`src/rtl/riscv_pkg.sv`:
```
// Shared fetch-side definitions: PC generator FSM states and instruction step sizes.
package riscv_pkg;

    typedef enum logic {
        BOOT = 1'b0,
        RUN  = 1'b1
    } pc_state_e;

    localparam int unsigned STEP_C = 2;
    localparam int unsigned STEP_I = 4;

endpackage

```
`src/rtl/pc_next_sel.sv`:
```
// Combinational next-PC selection: trap / redirect / pending redirect / stall / sequential,
// plus redirect alignment checking and pending-redirect bookkeeping.
module pc_next_sel
    import riscv_pkg::*;
#(
    parameter int unsigned XLEN   = 32,
    parameter int unsigned IALIGN = 4
) (
    input  logic [XLEN-1:0] pc,
    input  logic            stall,
    input  logic            redirect_valid,
    input  logic [XLEN-1:0] redirect_target,
    input  logic            trap_valid,
    input  logic [XLEN-1:0] trap_vector,
    input  logic            inst_compressed,
    input  logic            pend_valid,
    input  logic [XLEN-1:0] pend_target,
    output logic [XLEN-1:0] pc_plus,
    output logic [XLEN-1:0] pc_next,
    output logic            pend_valid_next,
    output logic [XLEN-1:0] pend_target_next,
    output logic            misalign
);

    localparam logic [XLEN-1:0] LOW_MASK = XLEN'(IALIGN - 1);

    logic [XLEN-1:0] step;
    logic            target_bad;

    assign step       = (IALIGN == 2 && inst_compressed) ? XLEN'(STEP_C) : XLEN'(STEP_I);
    assign pc_plus    = pc + step;
    assign target_bad = |(redirect_target & LOW_MASK);

    always_comb begin
        pc_next          = pc_plus;
        pend_valid_next  = pend_valid;
        pend_target_next = pend_target;
        misalign         = 1'b0;

        if (trap_valid) begin
            pc_next         = trap_vector & ~LOW_MASK;
            pend_valid_next = 1'b0;
        end else if (redirect_valid && target_bad) begin
            // A bad target is dropped entirely: no load, no latch, pc holds.
            pc_next  = pc;
            misalign = 1'b1;
        end else if (!stall && redirect_valid) begin
            pc_next         = redirect_target;
            pend_valid_next = 1'b0;
        end else if (!stall && pend_valid) begin
            pc_next         = pend_target;
            pend_valid_next = 1'b0;
        end else if (stall) begin
            pc_next = pc;
            if (redirect_valid) begin
                pend_valid_next  = 1'b1;
                pend_target_next = redirect_target;
            end
        end
    end

endmodule

```
`src/rtl/pc_gen.sv`:
```
// Program counter generator: BOOT/RUN FSM, PC and pending-redirect registers,
// and the misaligned-redirect error capture.
module pc_gen
    import riscv_pkg::*;
#(
    parameter int unsigned     XLEN         = 32,
    parameter logic [XLEN-1:0] RESET_VECTOR = '0,
    parameter int unsigned     IALIGN       = 4
) (
    input  logic            clk,
    input  logic            rst,
    input  logic            stall,
    input  logic            redirect_valid,
    input  logic [XLEN-1:0] redirect_target,
    input  logic            trap_valid,
    input  logic [XLEN-1:0] trap_vector,
    input  logic            inst_compressed,
    output logic [XLEN-1:0] pc,
    output logic [XLEN-1:0] pc_plus,
    output logic            fetch_valid,
    output logic            misalign_err,
    output logic [XLEN-1:0] misalign_addr
);

    pc_state_e       state, state_next;
    logic [XLEN-1:0] pc_q;
    logic            pend_valid;
    logic [XLEN-1:0] pend_target;
    logic [XLEN-1:0] pc_next;
    logic            pend_valid_next;
    logic [XLEN-1:0] pend_target_next;
    logic            misalign;

    pc_next_sel #(
        .XLEN   (XLEN),
        .IALIGN (IALIGN)
    ) u_sel (
        .pc               (pc_q),
        .stall            (stall),
        .redirect_valid   (redirect_valid),
        .redirect_target  (redirect_target),
        .trap_valid       (trap_valid),
        .trap_vector      (trap_vector),
        .inst_compressed  (inst_compressed),
        .pend_valid       (pend_valid),
        .pend_target      (pend_target),
        .pc_plus          (pc_plus),
        .pc_next          (pc_next),
        .pend_valid_next  (pend_valid_next),
        .pend_target_next (pend_target_next),
        .misalign         (misalign)
    );

    always_ff @(posedge clk or negedge rst) begin
        if (!rst) begin
            state <= BOOT;
        end else begin
            state <= state_next;
        end
    end

    always_comb begin
        state_next  = state;
        fetch_valid = 1'b0;
        case (state)
            BOOT: state_next = RUN;
            RUN: begin
                state_next  = RUN;
                fetch_valid = 1'b1;
            end
            default: state_next = BOOT;
        endcase
    end

    // BOOT keeps pc parked on the reset vector so it is the first address fetched in RUN.
    always_ff @(posedge clk or negedge rst) begin
        if (!rst) begin
            pc_q          <= RESET_VECTOR;
            pend_valid    <= 1'b0;
            pend_target   <= '0;
            misalign_err  <= 1'b0;
            misalign_addr <= '0;
        end else if (state == RUN) begin
            pc_q         <= pc_next;
            pend_valid   <= pend_valid_next;
            pend_target  <= pend_target_next;
            misalign_err <= misalign;
            if (misalign) begin
                misalign_addr <= redirect_target;
            end
        end else begin
            pc_q         <= RESET_VECTOR;
            pend_valid   <= 1'b0;
            misalign_err <= 1'b0;
        end
    end

    assign pc = pc_q;

endmodule

```
`config.mk`:
```
export PLATFORM = sky130hd
export DESIGN_NAME = pc_gen
export DESIGN_NICKNAME = d
export VERILOG_FILES = /design/src/rtl/riscv_pkg.sv /design/src/rtl/pc_next_sel.sv /design/src/rtl/pc_gen.sv
export SDC_FILE = /design/constraint.sdc
export NUM_CORES = 1
export LEC_CHECK = 0
export ABC_AREA = 1
export BUFFER_PORTS_ARGS = -buffer_cell sky130_fd_sc_hd__buf_4
export CAP_MARGIN = 30
export CELL_PAD_IN_SITES_DETAIL_PLACEMENT = 0
export CELL_PAD_IN_SITES_GLOBAL_PLACEMENT = 1
export CORE_ASPECT_RATIO = 2
export CORE_MARGIN = 1.5
export CORE_UTILIZATION = 33
export DETAILED_ROUTE_END_ITERATION = 7
export GPL_ROUTABILITY_DRIVEN = 0
export PLACE_DENSITY_LB_ADDON = 0.1
export SLEW_MARGIN = 25
export SYNTH_ARGS = -nofsm -noshare
export SYNTH_HDL_FRONTEND = slang
export SYNTH_SLANG_ARGS = --single-unit
```
`constraint.sdc`:
```
create_clock -name clk -period 1.57 [get_ports clk]
set_input_delay 0.157 -clock clk [delete_from_list [all_inputs] [get_ports clk]]
set_output_delay 0.157 -clock clk [all_outputs]
set_load 0.02 [all_outputs]
```
==> out/qor.csv <==
stage;metric;value;unit
worst_setup_path;r2r_start;pc[2];
routing;wl;19.8;mm
cells_and_area;area_growth;62.6;%
placed_design;dp.cells;1280;
min_path;hold_class;in -> reg;
sta;max_freq;0.498;GHz
clocking;clk_pin_slew;0.07;ns
global_routing;grt_antenna_before_repair;0;
routing;met1_length;8.95;mm
global_routing;grt_pass1_vias;5876;
routing;viasPerCell;4.68;
worst_setup_path;path_class;reg -> out;
worst_setup_path;crit_path_start_kind;flip-flop;
logic_synthesis;ys_seq_area_frac;0.432;
sta;setup_viol_count_final;49;
die;ios;168;
routing;drt_first_pass_iters;4;
logic_synthesis;synth-edff-count;0;
sta;hold_ws;0.0273;ns
sta;setup_tns;-10.32;ns
die;start_util;0.336;
routing;top_layer;met4;
cells_and_area;fin_nets;1205;
routing;postRouteAntennaNets;0;
min_path;hp-start;redirect_target[5];
routing;avgRoutedWirePerCell;14.7;um
logic_synthesis;synthesis.instances;867;
global_routing;grt_usage;0.216;
cells_and_area;mostFrequentLayoutCell;nand2_1;
power_and_ir_drop;power.total;8.31;mW
die;die_h;189;um
worst_setup_path;cp_data_required_time;1.41;ns
worst_setup_path;regToRegSetupSlack;-0.22;ns
sta;fin_crit;2.01;ns
sta;rsz0062_at_grt;true;
logic_synthesis;synth_ff_type;dfrtp_1;
power_and_ir_drop;power_density;891;nW/um^2
logic_synthesis;ys_types;29;
sta;slew_violations;0;
die;core.rowCount;68;
worst_setup_path;arrival;1.85;ns
cells_and_area;drive_gt1_frac;0.421;
routing;drc;0;
global_routing;grt_first_pass_wirelength;30.0;mm
die;fp.dieW;96.2;um
die;die_area;18200;um^2
cells_and_area;final_area;9330;um^2
clocking;cts_tree;yes;
placed_design;dp_slack;-0.200;ns
logic_synthesis;yosys_warnings;0;
cells_and_area;fillerInstances;1642;
cells_and_area;layout_common_cells;nand2_1 (237), buf_4 (227), inv_1 (111), dfrtp_1 (90), o21ai_0 (77);
worst_setup_path;cp_max_fo;6;
sta;postLayoutSetupSlackWorst;-0.438;ns
clocking;h-tree-depth;3;
logic_synthesis;avgSynthCellArea;6.62;um^2
logic_synthesis;ys_ff_latch;99;
sta;period_share;1.28;
flow_run;drv_cap;0;
logic_synthesis;async_flop_share;1.00;
placed_design;dp_hpwl;14.2;mm
routing;wl_met2;9.37;mm
cells_and_area;antenna-diode-count;0;
min_path;hold_depth;3;
worst_setup_path;cp-startpoint;pc[2];
power_and_ir_drop;power_leakage;4.92;nW
placed_design;placed_area;7750;um^2
routing;drt_iter0_markers;265;
global_routing;grt_overflow;0;
worst_setup_path;worstSetupEndpointType;output pin;
sta;skew;0.00906;ns
logic_synthesis;syn-num-nets;938;
clocking;clk_latency;0.35;ns
global_routing;grt_max_degree;61;
cells_and_area;final-instance-count-excl-fill;1349;
die;core;17100;um^2
clocking;root_buffer;clkbuf_16;
status;violations;setup timing;
sta;hold_violations;0;
cells_and_area;fin_util;0.546;
clocking;cts_made_buffers;9;
placed_design;io_buffers;164;
routing;dr_wl_met3;1.00;mm
worst_setup_path;reg2reg_depth;13;
clocking;cts_buffer_depth;2;
power_and_ir_drop;vdd_ir_drop_max;0.753;mV
status;status;complete, but fails checks;
clocking;clock-sinks;99;
logic_synthesis;netlist_area;5740;um^2
routing;vias;6315;
## timing repair
action	CTS	global route
buffers inserted	28	33
setup endpoints to repair	74	83
gates cloned	0	0
gates resized for setup	109	142
hold buffers	1	0
pin swaps	44	77
endpoints found under the hold margin	25	0
## registers in the layout (all words and copies together), names as in the netlist
signal and flops:
misalign_addr 32, misalign_err 1, pc 32, pend_target 32
pend_valid 1, state 1
## synthesized netlist by cell type, types with 3 or more instances
library cell / instances / area (um^2)
or2_2: 3 / 18.8
inv_1: 116 / 435
xor2_1: 3 / 26.3
o21ai_1: 34 / 170
a31oi_1: 3 / 18.8
nand3_1: 36 / 180
buf_4: 5 / 37.5
o21ai_0: 86 / 430
o21bai_1: 6 / 45.0
nand2_1: 308 / 1160
dfrtp_1: 99 / 2480
nor2_1: 100 / 375
clkbuf_1: 19 / 71.3
nor2_2: 6 / 37.5
a21oi_1: 3 / 15.0
o22ai_1: 4 / 25.0
buf_2: 12 / 60.1
nand3b_1: 3 / 22.5
inv_2: 7 / 26.3
nand2_2: 3 / 18.8
## per-layer routing
layer,track usage,vias to the layer above
met5,0,-
met4,0.0894,0
met3,0.0261,32
met2,0.327,200
met1,0.308,2875
li1,-,3208
## worst max-delay path, stage by stage (launching register included)
cell	delay, ns
dfrtp_2	0.41
ha_4	0.16
nand2_4	0.07
nor2_4	0.16
nand2_4	0.14
nor2_4	0.21
nand2_1	0.09
nand2_2	0.08
nand2_2	0.06
buf_6	0.12
## final cells by class
type / instances / area, um^2 / area share
clock buffers: 10 / 239 / 0.0256
clock inverters: 6 / 47.5 / 0.00510
inverters: 123 / 472 / 0.0506
multi-input cells: 609 / 3340 / 0.358
flip-flops and latches: 99 / 2490 / 0.267
well taps: 210 / 263 / 0.0282
repair buffers: 292 / 2480 / 0.266
## where the power goes
part / leakage [nW] / total (mW) / internal (mW) / switching, mW
logic: 3.54 / 2.94 / 1.34 / 1.60
registers: 1.24 / 3.23 / 2.96 / 0.267
clock network: 0.139 / 2.14 / 1.13 / 1.01
total: 4.92 / 8.31 / 5.44 / 2.88
## kinds of logic after synthesis
logic type / synth area share
AO/OA/AOI/OAI: 0.127
XOR/XNOR: 0.00611
adder cells (fa/ha/maj): 0.00218
buffers and inverters: 0.110
flip-flops: 0.432
other: 0.000654
AND/OR/NAND/NOR: 0.322
## path summary, 6_finish.rpt
check                                        end
worst max-delay path                 pc_plus[26]
worst min-delay path              pend_target[5]
worst max register to register            pc[22]
worst min register to register  misalign_addr[1]
max in group asynchronous                 pc[27]
min in group asynchronous       misalign_addr[2]
Note: power is estimated with default switching activity, not from simulation.
